## src/rtl/div_arbiter.sv

```systemverilog
// Round-robin scheduler sharing one iterative fixed-point divider among NUM_REQ requesters.
// Optional divider watchdog enabled by defining DIV_TIMEOUT_EN (adds the resp_tmo port).
module div_arbiter #(
  parameter int unsigned NUM_REQ    = 4,
  parameter int unsigned DATA_WIDTH = 16,
  parameter int unsigned ID_WIDTH   = 2,
  parameter int unsigned TIMEOUT    = 64
) (
  input  logic                          clk,
  input  logic                          rst,
  input  logic [NUM_REQ-1:0]            req,
  input  logic [NUM_REQ*DATA_WIDTH-1:0] req_a,
  input  logic [NUM_REQ*DATA_WIDTH-1:0] req_b,
  output logic [NUM_REQ-1:0]            grant,
  output logic                          resp_valid,
  output logic [ID_WIDTH-1:0]           resp_id,
  output logic [DATA_WIDTH-1:0]         resp_q,
  output logic                          resp_dz,
`ifdef DIV_TIMEOUT_EN
  output logic                          resp_tmo,
`endif
  output logic                          div_start,
  output logic [DATA_WIDTH-1:0]         div_a,
  output logic [DATA_WIDTH-1:0]         div_b,
  input  logic                          div_done,
  input  logic [DATA_WIDTH-1:0]         div_q
);

  localparam int unsigned IdxW = $clog2(NUM_REQ);

  typedef enum logic [1:0] {StIdle, StIssue, StWait, StResp} state_e;

  state_e                state;
  logic [IdxW-1:0]       ptr;
  logic [IdxW-1:0]       pick;
  logic                  pick_found;
  logic [ID_WIDTH-1:0]   cur_id;
  logic [DATA_WIDTH-1:0] a_arr [NUM_REQ];
  logic [DATA_WIDTH-1:0] b_arr [NUM_REQ];
  int unsigned           idx;

  for (genvar k = 0; k < NUM_REQ; k++) begin : g_unpack
    assign a_arr[k] = req_a[k*DATA_WIDTH +: DATA_WIDTH];
    assign b_arr[k] = req_b[k*DATA_WIDTH +: DATA_WIDTH];
  end

  // First requester after the last winner, wrapping around.
  always_comb begin
    pick_found = 1'b0;
    pick       = '0;
    idx        = 0;
    for (int unsigned i = 1; i <= NUM_REQ; i++) begin
      idx = (int'(ptr) + i) % NUM_REQ;
      if (!pick_found && req[IdxW'(idx)]) begin
        pick_found = 1'b1;
        pick       = IdxW'(idx);
      end
    end
  end

`ifdef DIV_TIMEOUT_EN
  localparam int unsigned CntW = $clog2(TIMEOUT + 1);
  logic [CntW-1:0] tmo_cnt;
`else
  localparam int unsigned unused_timeout = TIMEOUT;
`endif

  always_ff @(posedge clk) begin
    if (rst) begin
      state      <= StIdle;
      ptr        <= IdxW'(NUM_REQ - 1);
      cur_id     <= '0;
      grant      <= '0;
      div_start  <= 1'b0;
      div_a      <= '0;
      div_b      <= '0;
      resp_valid <= 1'b0;
      resp_id    <= '0;
      resp_q     <= '0;
      resp_dz    <= 1'b0;
`ifdef DIV_TIMEOUT_EN
      resp_tmo   <= 1'b0;
      tmo_cnt    <= '0;
`endif
    end else begin
      grant     <= '0;
      div_start <= 1'b0;
      unique case (state)
        StIdle: begin
          if (pick_found) begin
            grant  <= NUM_REQ'(1) << pick;
            div_a  <= a_arr[pick];
            div_b  <= b_arr[pick];
            cur_id <= ID_WIDTH'(pick);
            ptr    <= pick;
            state  <= (b_arr[pick] == '0) ? StResp : StIssue;
          end
        end
        StIssue: begin
          div_start <= 1'b1;
`ifdef DIV_TIMEOUT_EN
          tmo_cnt   <= '0;
`endif
          state     <= StWait;
        end
        StWait: begin
          if (div_done) begin
            resp_valid <= 1'b1;
            resp_id    <= cur_id;
            resp_q     <= div_q;
            resp_dz    <= 1'b0;
`ifdef DIV_TIMEOUT_EN
            resp_tmo   <= 1'b0;
`endif
            state      <= StResp;
          end
`ifdef DIV_TIMEOUT_EN
          else if (tmo_cnt == CntW'(TIMEOUT)) begin
            resp_valid <= 1'b1;
            resp_id    <= cur_id;
            resp_q     <= '0;
            resp_dz    <= 1'b0;
            resp_tmo   <= 1'b1;
            state      <= StResp;
          end else begin
            tmo_cnt <= tmo_cnt + 1'b1;
          end
`endif
        end
        StResp: begin
          // Entered without resp_valid only on the zero-divisor path.
          if (resp_valid) begin
            resp_valid <= 1'b0;
            state      <= StIdle;
          end else begin
            resp_valid <= 1'b1;
            resp_id    <= cur_id;
            resp_q     <= '0;
            resp_dz    <= 1'b1;
`ifdef DIV_TIMEOUT_EN
            resp_tmo   <= 1'b0;
`endif
          end
        end
        default: state <= StIdle;
      endcase
    end
  end

endmodule

```

## config.mk

```make
export PLATFORM = sky130hd
export DESIGN_NAME = div_arbiter
export DESIGN_NICKNAME = d
export VERILOG_FILES = /design/src/rtl/div_arbiter.sv
export SDC_FILE = /design/constraint.sdc
export NUM_CORES = 1
export LEC_CHECK = 0
export CORE_MARGIN = 2
export CORE_UTILIZATION = 33
export CTS_CLUSTER_DIAMETER = 30
export DETAILED_ROUTE_END_ITERATION = 12
export PLACE_DENSITY = 0.75
export SLEW_MARGIN = 5
export SYNTH_ARGS = -nofsm -noshare
export SYNTH_HDL_FRONTEND = slang
export SYNTH_SLANG_ARGS = --single-unit
```

## constraint.sdc

```tcl
create_clock -name clk -period 1.9 [get_ports clk]
set_input_delay 0.285 -clock clk [delete_from_list [all_inputs] [get_ports clk]]
set_output_delay 0.285 -clock clk [all_outputs]
set_load 0.005 [all_outputs]
```

== After elaboration in Yosys (flattened, before gate mapping) ==
Index checks and enable logic that the tools add are counted.

* Output and inout bits: 57
* Word-level logic and storage cells: 85
* Input bits: 151
* Register bits after elaboration: 63

* Add/sub/neg operators: 4
* Bitwise logic cells: 3
* Equality and inequality tests: 7
* Order comparisons: 5
* Shifts and indexed selects: 1
* Reduce and logical (&&, ||, !) cells: 14
* Multiplexer cells: 40

{| class="wikitable"
|+ Operator list
! cell !! count
|-
| 16-bit two-way mux || 6
|-
| 16-bit binary-select mux with 2-bit select || 2
|-
| 16-bit one-hot mux with 2 select lines || 1
|-
| 2-bit two-way mux || 10
|-
| 16-bit zero test || 1
|-
| 1-bit two-way mux || 13
|-
| 2-bit by 3-bit < comparator with 1-bit output, second input constant || 4
|-
| 1-bit binary-select mux with 2-bit select || 4
|-
| 2-bit inequality test, second input constant || 4
|-
| 2-bit one-hot mux with 4 select lines || 1
|-
| 3-bit AND reduction || 2
|-
| 2-bit by 1-bit adder with 2-bit output, second input constant || 2
|-
| 2-bit adder, second input constant || 2
|-
| 2-bit == test, second input constant || 2
|-
| 1-bit one-hot mux with 2 select lines || 2
|-
| 2-bit one-hot mux with 2 select lines || 1
|-
| 2-bit AND reduction || 2
|-
| 1-bit by 2-bit left shift with 4-bit output, first input constant || 1
|-
| 3-bit greater-or-equal comparator, second input constant || 1
|-
| 1-bit logical AND || 3
|-
| 1-bit zero test || 3
|-
| 2-bit NOT with 3-bit output || 1
|-
| 3-bit OR reduction || 1
|-
| 2-bit by 1-bit == test with 1-bit output, second input constant || 1
|-
| 3 further kinds || 4
|}

== Logic depth before layout (Yosys ltp) ==
Gate-level depths: netlist of run 1.

* Depth in word-level cells: 21
* Depth in mapped cells: 11
* Gate-level depth less buffers: 8

== Least setup slack after synthesis of run 1 ==
Ideal clock, no wire load.

* Kind: register -> register
* Start point: reg ptr[1]
* End point: reg state[1]
* Period minus slack after synthesis: 2.094 ns
* Stages on the path, launching flop included: 9
* Data required time: 1.827 ns
* Path buffers: 1
* Path slack: -0.194 ns
* Arrival time: 2.021 ns
* Library setup time: 0.073 ns
* Cells stage by stage: dfxtp_1 > buf_2 > mux2i_1 > o32a_1 > o21a_4 > mux4_2 > nor4_2 > a31oi_1 > nor3_2

* Longest elaborated chain between the ends: 21
* Elaborated cells on any way between the ends: 36
* Classes of those cells: 4 x add/sub; 1 x eq/ne; 22 x mux; 1 x bitwise; 8 x reduce/logical

{| class="wikitable"
|+ Ends and longest elaborated chain
! item !! line !! RTL
|-
| start, declared || 34 || <nowiki>logic [IdxW-1:0] ptr;</nowiki>
|-
| start signal, assigned || 71 || <nowiki>ptr <= IdxW'(NUM_REQ - 1);</nowiki>
|-
| start signal, assigned || 95 || <nowiki>ptr <= pick;</nowiki>
|-
| 2-bit by 1-bit adder with 2-bit output || 53 || <nowiki>idx = (int'(ptr) + i) % NUM_REQ;</nowiki>
|-
| 1-bit binary-select mux with 2-bit select || 54 || <nowiki>if (!pick_found && req[IdxW'(idx)]) begin</nowiki>
|-
| 1-bit two-way mux (implied by the code) || 54 ||
|-
| 1-bit two-way mux || 54 ||
|-
| 1-bit zero test || 54 ||
|-
| 1-bit logical AND || 54 ||
|-
| 1-bit two-way mux || 54 ||
|-
| 1-bit zero test || 54 ||
|-
| (+4 left out) || n/a ||
|-
| 2-bit two-way mux || 54 ||
|-
| 2-bit NOT with 3-bit output (implied by the code) || 96 || <nowiki>state <= (b_arr[pick] == '0) ? StResp : StIssue;</nowiki>
|-
| 16-bit binary-select mux with 2-bit select || 96 ||
|-
| 16-bit two-way mux (implied by the code) (2 in series) || 96 ||
|-
| 16-bit zero test || 96 ||
|-
| 2-bit two-way mux || 96 ||
|-
| 2-bit two-way mux || 90 || <nowiki>if (pick_found) begin</nowiki>
|-
| 2-bit one-hot mux with 4 select lines || 88 || <nowiki>unique case (state)</nowiki>
|-
| end signal, assigned || 96 ||
|-
| end signal, assigned || 104 || <nowiki>state <= StWait;</nowiki>
|-
| end signal, assigned || 115 || <nowiki>state <= StResp;</nowiki>
|-
| end, declared || 33 || <nowiki>state_e state;</nowiki>
|}

Several ways; a longest one is shown, not always the timed one. The select of a mux whose other input is x is not followed.
A chain may end at the register's enable or synchronous reset.

== Worst setup path after layout of run 1 ==
Ends and elaborated chain as after synthesis.

==> reports/metrics.cfg, run 1 <==
[outcome]
violations=negative setup slack
outcome=finished, violations left

[setup_path]
critPathLaunchType=flop
arrival_ps=2480
r2r_slack_ps=-310
crit_path_max_fanout=7
rr_worst_depth=7
critPathRequiredTime_ps=2170
reg2reg_to=state[1]
r2r-start=ptr[1]
crit_path_end_kind=flop
crit_type=reg2reg

[timing]
skew_ps=11.2
rsz0062_at_grt=true
setup_viol=14
relSlewSlack_pct=60.8
worst_slack_ps=-308
final-hold-violation-count=0
period_minus_slack_ps=2210
worst_pin_slew_ps=588
drv_slew=0
fmax_ghz=0.453
period_share_pct=116
fin_tns_setup_ps=-784

[grt]
grt_max_degree=34
antenna_found_initial=0
grt_pass1_vias=3928
overflow=0
grt_pass1_wl_mm=18.9
track_usage_pct=22.8

[pwr]
powerDensity_nw_per_um2=786
ir_worst_vdd_uv=364
power.leakage_nw=2.48
power_mw=4.91

[synth]
synthCells=454
syn_area_per_cell_um2=7.20
synth_warnings=0
yosysSeqAreaShare_pct=38.6
synth_seq_cells=63
synth_nets=609
synth_area_um2=3270
ys_types=34

[hold_path]
hold_class=in2reg
holdPathEnd=resp_q[4]
holdPathStages=2
worstHoldStart=rst

[place]
port_buffers=207
place_inst=792
pre_cts_ws_ps=-733
dp_hpwl_mm=9.21
gp_congestion=0.890

[clocking]
cts-buffers-inserted=9
cts_tree=done
clk_pin_slew_ps=80
cts.sinks=63
postCtsHoldBufs=0
clockBufferDepth=2
clk_latency_ps=330
htree_levels=3
clockRootBuffer=clkbuf_8

[route]
ant_nets=0
routed_via_density=5.09
drt-total-wl_mm=12.7
routedWlPerCell_um=15.4
vias=4184
drc=0
firstDrtPassIters=4
drtIter0Drc=203

[floorplan]
fp-row-count=36
pin_count=208
die-area_um2=10700
core_um2=9680
die_h_um=103
chipWidth_um=103
start_util_pct=33.7

[layout]
num_antenna_cells=0
nNetsFinal=839
mostFrequentLayoutCell=clkdlybuf4s50_1
syn2layout_area_growth_pct=91.2
drive_gt1_share_pct=15.2
fin_cells=822
final_cell_mix=clkdlybuf4s50_1, nand2_1, dfxtp_1

[run]
drv_cap=0

[registers in the layout (all words and copies together) (netlist names), 2 cells and up]
| name | cells |
|---|---|
| div_a | 16 |
| div_b | 16 |
| resp_q | 16 |
| grant | 4 |
| cur_id | 2 |
| ptr | 2 |
| resp_id | 2 |
| state | 2 |
[how the worst max path moves through the flow]
stage / startpoint / to / cells after the start
final: ptr[1] / state[1] / 7
after global routing: ptr[1] / state[1] / 7
after CTS: ptr[1] / state[1] / 7
after detailed placement: req[3] / state[1] / 10
after global placement: req[3] / state[1] / 10
after floorplan: ptr[1] / state[1] / 9
[cell usage after synthesis]
| cell type | instances | area, um2 |
|---|---|---|
| a31oi_1 | 3 | 18.8 |
| mux4_2 | 5 | 113 |
| inv_1 | 5 | 18.8 |
| a211oi_1 | 1 | 7.51 |
| inv_2 | 1 | 3.75 |
| clkbuf_1 | 19 | 71.3 |
| nor2b_1 | 4 | 25.0 |
| o21a_4 | 1 | 15.0 |
| buf_1 | 6 | 22.5 |
| buf_6 | 1 | 11.3 |
| a21oi_1 | 55 | 275 |
| a221oi_1 | 1 | 8.76 |
| a22oi_1 | 28 | 210 |
| nand2b_1 | 2 | 12.5 |
| mux2i_1 | 3 | 30.0 |
| a22o_1 | 1 | 8.76 |
| o211a_1 | 3 | 30.0 |
| nor3_1 | 3 | 15.0 |
| nor2_1 | 31 | 116 |
| ha_1 | 4 | 50.1 |
| o211ai_1 | 1 | 7.51 |
| nand2_1 | 137 | 514 |
| o32a_1 | 1 | 10.0 |
| nor4_1 | 7 | 43.8 |
| nand3b_1 | 1 | 7.51 |
| nor4_2 | 1 | 12.5 |
| o21ai_1 | 1 | 5.00 |
| o21bai_1 | 3 | 22.5 |
| buf_2 | 10 | 50.1 |
| a211o_1 | 1 | 8.76 |
| dfxtp_1 | 63 | 1260 |
| o21ai_0 | 2 | 10.0 |
| nand3_1 | 48 | 240 |
| nor3_2 | 1 | 10.0 |
[final cells by class]
type / instances / area [um2]
clock buffers: 11 / 151
clock inverters: 5 / 80.1
fillers: 803 / 3440
inverters: 6 / 22.5
multi-input cells: 350 / 1990
flip-flops and latches: 63 / 1260
well taps: 133 / 166
repair buffers: 254 / 2570
[repair_timing]
item,4_1_cts,5_1_grt
setup buffers,9,3
gates cloned,4,0
pin swaps,8,6
endpoints found under the setup margin,27,50
gates resized for setup,24,27
[kinds of logic (layout without fill, tap and decap cells)]
group	Yosys count	in the layout	share of synthesized area, %
AO/OA/AOI/OAI	102	103	19.5
multiplexers	8	8	4.37
adder cells (fa/ha/maj)	4	4	1.53
flip-flops	63	63	38.6
buffers and inverters	42	276	5.44
AND/OR/NAND/NOR	235	235	30.5
[metal layers]
layer	part of all wire, %	global-route usage (%)
met1	38	26.7
met2	51	40.2
met3	8.4	4.97
met4	1.8	9.31
met5	0	0
[where the power goes]
group / total, mW / internal [mW] / leakage (nW) / switching, mW
Clock: 1.35 / 0.808 / 0.112 / 0.539
Sequential: 1.55 / 1.46 / 0.517 / 0.0811
Combinational: 2.02 / 1.11 / 1.85 / 0.907
[critical path: stages, from the launching register on]
cell and delay [ps]:
dfxtp_4 400, mux2i_1 200, o32a_1 190, o21a_4 200, mux4_2 570, nor4_4 310, a31oi_1 150, nor3_2 110
[through the flow]
step                cell area, um2  hold WS [ps]  utilization (%)
floorplan                     3280           433                -
global placement              5670           441             58.5
detailed placement            5670           446             58.5
CTS                           6140           289             63.4
global route                  6250           316             64.5
finish                        6250           299             64.5
No activity file was read; power rests on OpenSTA's default activity.
==> inputs of run 2 (changes only) <==
--- a/config.mk
+++ b/config.mk
@@ -5,6 +5,7 @@
 export SDC_FILE = /design/constraint.sdc
 export NUM_CORES = 1
 export LEC_CHECK = 0
+export CAP_MARGIN = 15
 export CORE_MARGIN = 2
 export CORE_UTILIZATION = 33
 export CTS_CLUSTER_DIAMETER = 30
==> results of run 2 <==
Final layout, timing and power as in run 1 (identical DEF).
